--- src/rtl/nucore_pkg.sv ---
// ---------------------------------------------------------------------------
// nucore_pkg : shared instruction-format widths and opcode constants
// Revision   : 1.0
// ---------------------------------------------------------------------------
`default_nettype none

package nucore_pkg;
  localparam int INST_W = 39;
  localparam int OPC_W  = 3;

  localparam logic [OPC_W-1:0] OPC_RST = 3'b000;
  localparam logic [OPC_W-1:0] OPC_ST1 = 3'b001;
  localparam logic [OPC_W-1:0] OPC_ST2 = 3'b010;
  localparam logic [OPC_W-1:0] OPC_ADD = 3'b011;
  localparam logic [OPC_W-1:0] OPC_AND = 3'b110;
endpackage

`default_nettype wire

--- src/rtl/inst_queue_ram.sv ---
// ---------------------------------------------------------------------------
// inst_queue_ram : DEPTH x INST_W storage, synchronous write, async read
// Revision       : 1.0
// ---------------------------------------------------------------------------
`default_nettype none

module inst_queue_ram #(
  parameter int DEPTH  = 64,
  parameter int INST_W = 39,
  localparam int ADDR_W = $clog2(DEPTH)
) (
  input  logic              clk,
  input  logic              wr_en,
  input  logic [ADDR_W-1:0] wr_addr,
  input  logic [INST_W-1:0] wr_data,
  input  logic [ADDR_W-1:0] rd_addr,
  output logic [INST_W-1:0] rd_data
);

  // No reset on the array: contents survive reset and flush by design.
  logic [INST_W-1:0] mem_q [DEPTH];

  always_ff @(posedge clk) begin
    if (wr_en) begin
      mem_q[wr_addr] <= wr_data;
    end
  end

  assign rd_data = mem_q[rd_addr];

endmodule

`default_nettype wire

--- src/rtl/inst_fetch_queue.sv ---
// ---------------------------------------------------------------------------
// inst_fetch_queue : show-ahead instruction FIFO between loader and decoder
// Revision         : 1.0
// ---------------------------------------------------------------------------
`default_nettype none

module inst_fetch_queue #(
  parameter int INST_W   = nucore_pkg::INST_W,
  parameter int DEPTH    = 64,
  parameter int AF_LEVEL = DEPTH - 4,
  localparam int PTR_W   = $clog2(DEPTH),
  localparam int CNT_W   = $clog2(DEPTH) + 1
) (
  input  logic              clk,
  input  logic              rst,
  input  logic              flush,
  input  logic              wr_valid,
  input  logic [INST_W-1:0] wr_data,
  output logic              wr_ready,
  output logic              rd_valid,
  output logic [INST_W-1:0] rd_data,
  output logic [2:0]        rd_opcode,
  input  logic              rd_ready,
  output logic [CNT_W-1:0]  count,
  output logic              almost_full,
  output logic              empty
);
  import nucore_pkg::*;

  logic [PTR_W-1:0]  wr_ptr_q, wr_ptr_d;
  logic [PTR_W-1:0]  rd_ptr_q, rd_ptr_d;
  logic [CNT_W-1:0]  count_q, count_d;
  logic              wr_acc, rd_acc, ram_wr_en;
  logic [INST_W-1:0] ram_rd_data;

  // Handshake outputs come from count_q only, never from wr_valid/rd_ready.
  assign wr_ready    = (count_q != CNT_W'(DEPTH));
  assign rd_valid    = (count_q != '0);
  assign empty       = (count_q == '0);
  assign almost_full = (count_q >= CNT_W'(AF_LEVEL));
  assign count       = count_q;

  assign wr_acc    = wr_valid && wr_ready;
  assign rd_acc    = rd_valid && rd_ready;
  assign ram_wr_en = wr_acc && !flush;

  always_comb begin
    wr_ptr_d = wr_ptr_q;
    rd_ptr_d = rd_ptr_q;
    count_d  = count_q;
    if (flush) begin
      wr_ptr_d = '0;
      rd_ptr_d = '0;
      count_d  = '0;
    end else begin
      if (wr_acc) wr_ptr_d = wr_ptr_q + 1'b1;
      if (rd_acc) rd_ptr_d = rd_ptr_q + 1'b1;
      if (wr_acc && !rd_acc)      count_d = count_q + 1'b1;
      else if (rd_acc && !wr_acc) count_d = count_q - 1'b1;
    end
  end

  always_ff @(posedge clk or posedge rst) begin
    if (rst) begin
      wr_ptr_q <= '0;
      rd_ptr_q <= '0;
      count_q  <= '0;
    end else begin
      wr_ptr_q <= wr_ptr_d;
      rd_ptr_q <= rd_ptr_d;
      count_q  <= count_d;
    end
  end

  inst_queue_ram #(
    .DEPTH  (DEPTH),
    .INST_W (INST_W)
  ) u_ram (
    .clk     (clk),
    .wr_en   (ram_wr_en),
    .wr_addr (wr_ptr_q),
    .wr_data (wr_data),
    .rd_addr (rd_ptr_q),
    .rd_data (ram_rd_data)
  );

  // Empty queue presents zeros rather than stale storage.
  assign rd_data   = empty ? '0 : ram_rd_data;
  assign rd_opcode = rd_data[INST_W-1 -: OPC_W];

endmodule

`default_nettype wire

--- config.mk ---
export PLATFORM = sky130hd
export DESIGN_NAME = inst_fetch_queue
export DESIGN_NICKNAME = d
export VERILOG_FILES = /design/src/rtl/nucore_pkg.sv /design/src/rtl/inst_queue_ram.sv /design/src/rtl/inst_fetch_queue.sv
export SDC_FILE = /design/constraint.sdc
export NUM_CORES = 2
export LEC_CHECK = 0
export CAP_MARGIN = 20
export CORE_UTILIZATION = 30
export CTS_CLUSTER_SIZE = 14
export DETAILED_ROUTE_END_ITERATION = 12
export PLACE_DENSITY = 0.56
export SYNTH_ARGS = -nofsm -noshare
export SYNTH_HDL_FRONTEND = slang
export SYNTH_SLANG_ARGS = --single-unit
--- constraint.sdc ---
create_clock -name clk -period 4.8 [get_ports clk]
set_input_delay 0.96 -clock clk [delete_from_list [all_inputs] [get_ports clk]]
set_output_delay 0.96 -clock clk [all_outputs]
set_load 0.005 [all_outputs]
==> metrics.txt <==
CTS tree=yes; # nets final=4781; Cell Pwr Density=476 nW/µm²; Fmax=209 MHz; worst skew pair latency=0.90 ns; Yosys top cell area share=78.0%; RSZ-0062 raised after global routing=yes; simple logic cell fraction of the synthesized area=1.12%; IO buf count=96; Pre-antenna DRT Iters=5; Hold-fix buffers, CTS=0; Arr. time, crit path=3.82 ns; antenna violations before repair=24; compound-gate portion of the synthesized area=3.02%; sequential area share after synthesis=78.5%; Netlist cell types=56; Critical Path End=rd_data[8]; Critical Path End Type=output port; Final Cycle Share=~100%; Vias/cell=between 5 and 6; Placed Cells incl. Taps=8521; Antenna Nets Post-Route=0; path depth of the worst reg2reg path=11; DR vias=roughly 48000; non-filler cells, final=9097; H-Tree Depth=4; DIE WIDTH=~570 µm; GR Util All Layers=17.1%; Initial DRC Count=between 5000 and 6000; Critical Path RT=3.84 ns; xor/xnor share of the synthesized area=0.100%; clk sink count=2515; prevailing post-synth register cell=edfxtp_1; min-delay src=wr_data[6]; CTS root buffer=clkbuf_16; Hold WS=0.344 ns; Fin. Hold Viols=0; largest cells by area after synthesis=edfxtp_1 (78%), mux4_2 (14%), mux2i_1 (1.4%); post-synthesis mux area share=approximately 16%; Mean Syn Cell Area=23.0 µm²; Slew HR=between 20% and 30%; detailed-route wire length=between 200000 and 300000 µm; core area=about 320000 µm²; IO Pins=97; most common cell after layout, fill and taps aside=edfxtp_1; number of max-cap violations=0; Final WS setup=about 0.022 ns; R2R Setup Slk=1.19 ns; clk slew on worst S/H paths=roughly 0.070 ns; worst-margin pin slew=1.14 ns; clk_skew=0.0946 ns; CP Launch Type=register; P_leak=35.1 nW; CP Launch Point=rd_ptr_q[0]; min Tclk post-route=4.78 ns; syn nets=4240; Max IR drop VDD=0.000300 V; synth warn=0; CTS Buf Count=235; clock buffer depth=4; Place WS=0.340 ns; Crit Reg-Reg Endpoint=count[6]; DP HPWL=157000 µm; initial core utilization=30.2%; CP peak stage delay=roughly 0.53 ns; status=completed; fin. max-slew vios=0; DR WL/cell=31.0 µm; ratio of cells with drive above 1 in the final layout=around a third; CP top delay family=buffers and inverters; full die area=323000 µm²; Synth area leader=edfxtp_1; Gate Count Post-Synth=4187; number of global-route vias before repair=48300; slowest CP cell=clkdlybuf4s50_1; CP cell instances=buf_12 > buf_16 > buf_12 > buf_16 > mux4_2 > mux2i_1 > o21ai_1 > nand2_2 > a21oi_1 > buf_4 > clkdlybuf4s50_1; Power Total=54.6 mW; asr flop ratio synth=0.755%; DR DRC count=0; RePlAce Congestion=around 0.79; crit path buf inv count=6; most frequent cells in the layout=edfxtp_1 (2496), mux4_2 (610), buf_4 (272), clkbuf_16 (241), mux2i_1 (131); EDFF count, synth=2496; mapped cell area=about 96000 µm²; Worst path depth=11; Post-Synth Adder-Cell Area=less than 1%; Min-Delay Path Class=in2reg; largest family of logic cells by synthesized area=multiplexers; flops & latches, synth=2515; GR Overflow Total=0; RR Startpoint=count[1]; Final Cell Area=roughly 110000 µm²; Post-DP Area=105000 µm²; crit-path max FO=12; Die Y=568 µm; synth-to-layout area growth=19.4%; global-route wire length before repair=390000 µm; final setup vio count=0; WS Path Type=reg2out; row count=207; pin count of the biggest net entering global routing=65
-- per-layer routing --
metal | up-vias | track usage [%] | wire length [µm]
li1 | 19000 | - | -
met1 | 26400 | 22.1 | 111000
met2 | 1989 | 29.5 | 142000
met3 | 390 | 2.64 | 19000
met4 | 12 | 5.22 | 9210
met5 | - | 0 | 78
-- worst reg2reg max path: stages, from the launching register on --
cell and delay [ns]:
dfrtp_1 0.46, nor4_4 0.40, nand2_1 0.34, nand2_1 0.33, nand2_1 0.25, ha_1 0.37, nor2b_1 0.17, nor3_1 0.22
o21bai_1 0.12, a21oi_1 0.25, mux2i_1 0.25, mux2_2 0.35
-- cell type report --
class,count,area (µm²)
Fill cell,28800,203000
Antenna cell,5,12.5
Clock buffer,311,6270
Timing Repair Buffer,543,6530
Clock inverter,110,818
Tap cell,4180,5230
Inverter,9,33.8
Multi-Input combinational cell,1424,20500
Sequential cell,2515,75400
-- synth_stat cells, drive strengths merged (2+ instances only) --
master	count
dfrtp	19
mux2	3
nand2b	6
mux2i	133
buf	158
xor2	7
or3b	3
nor3	7
nand3b	2
a21oi	47
and2	5
a22o	10
nor2b	8
nand3	24
inv	9
mux4	610
nor4	5
a21o	26
nor2	97
o21ai	88
edfxtp	2496
nand4	4
nand2	75
a221oi	73
o221ai	10
a211oi	22
o22ai	5
xnor2	4
clkbuf	82
a31oi	2
or2	2
a22oi	124
ha	8
-- metrics by stage --
| step | TNS (ns) | util, % |
|---|---|---|
| 6_report | 0 | 36.1 |
| 5_1_grt | -0.0677 | 36.1 |
| 4_1_cts | -0.305 | 35.8 |
| 3_5_place_dp | 0 | 32.9 |
| 3_3_place_gp | 0 | 32.9 |
| 2_1_floorplan | 0 | - |
-- how the worst min path moves through the flow --
stage | cells after the start | end | slack (ns)
2_1_floorplan | 2 | wr_ptr_q[0] | 0.55
3_3_place_gp | 2 | wr_ptr_q[0] | 0.58
3_5_place_dp | 2 | wr_ptr_q[0] | 0.59
4_1_cts | 1 | u_ram.mem_q[55][25] | 0.56
5_1_grt | 1 | u_ram.mem_q[43][6] | 0.32
6_report | 1 | u_ram.mem_q[41][6] | 0.34
-- logic make-up (layout without fill, tap and decap cells) --
| logic type | Yosys count | after routing |
|---|---|---|
| AO/OA/AOI/OAI | 415 | 415 |
| XOR/XNOR | 11 | 11 |
| adder cells (fa/ha/maj) | 9 | 9 |
| buffers and inverters | 249 | 973 |
| flip-flops | 2515 | 2515 |
| multiplexers | 746 | 746 |
| other | 0 | 5 |
| AND/OR/NAND/NOR | 242 | 243 |
-- flip-flops by register name (all words and copies together) (netlist names) --
| register | flops |
|---|---|
| count | 7 |
| rd_ptr_q | 6 |
| u_ram.mem_q | 2496 |
| wr_ptr_q | 6 |
-- timing repair --
action / in CTS / in global routing
pin swaps: 28 / 8
setup endpoints to repair: 42 / 21
setup buffers: 84 / 20
cloned: 19 / 3
resized for setup: 228 / 42
endpoints found under the hold margin: 0 / 0
-- power by group --
part	total, mW	switching (mW)	internal, mW
clock network	17.7	8.01	9.68
registers	24.3	0.0941	24.2
logic	12.6	6.14	6.49
total	54.6	14.2	40.4
No activity file was read; power rests on OpenSTA's default activity.
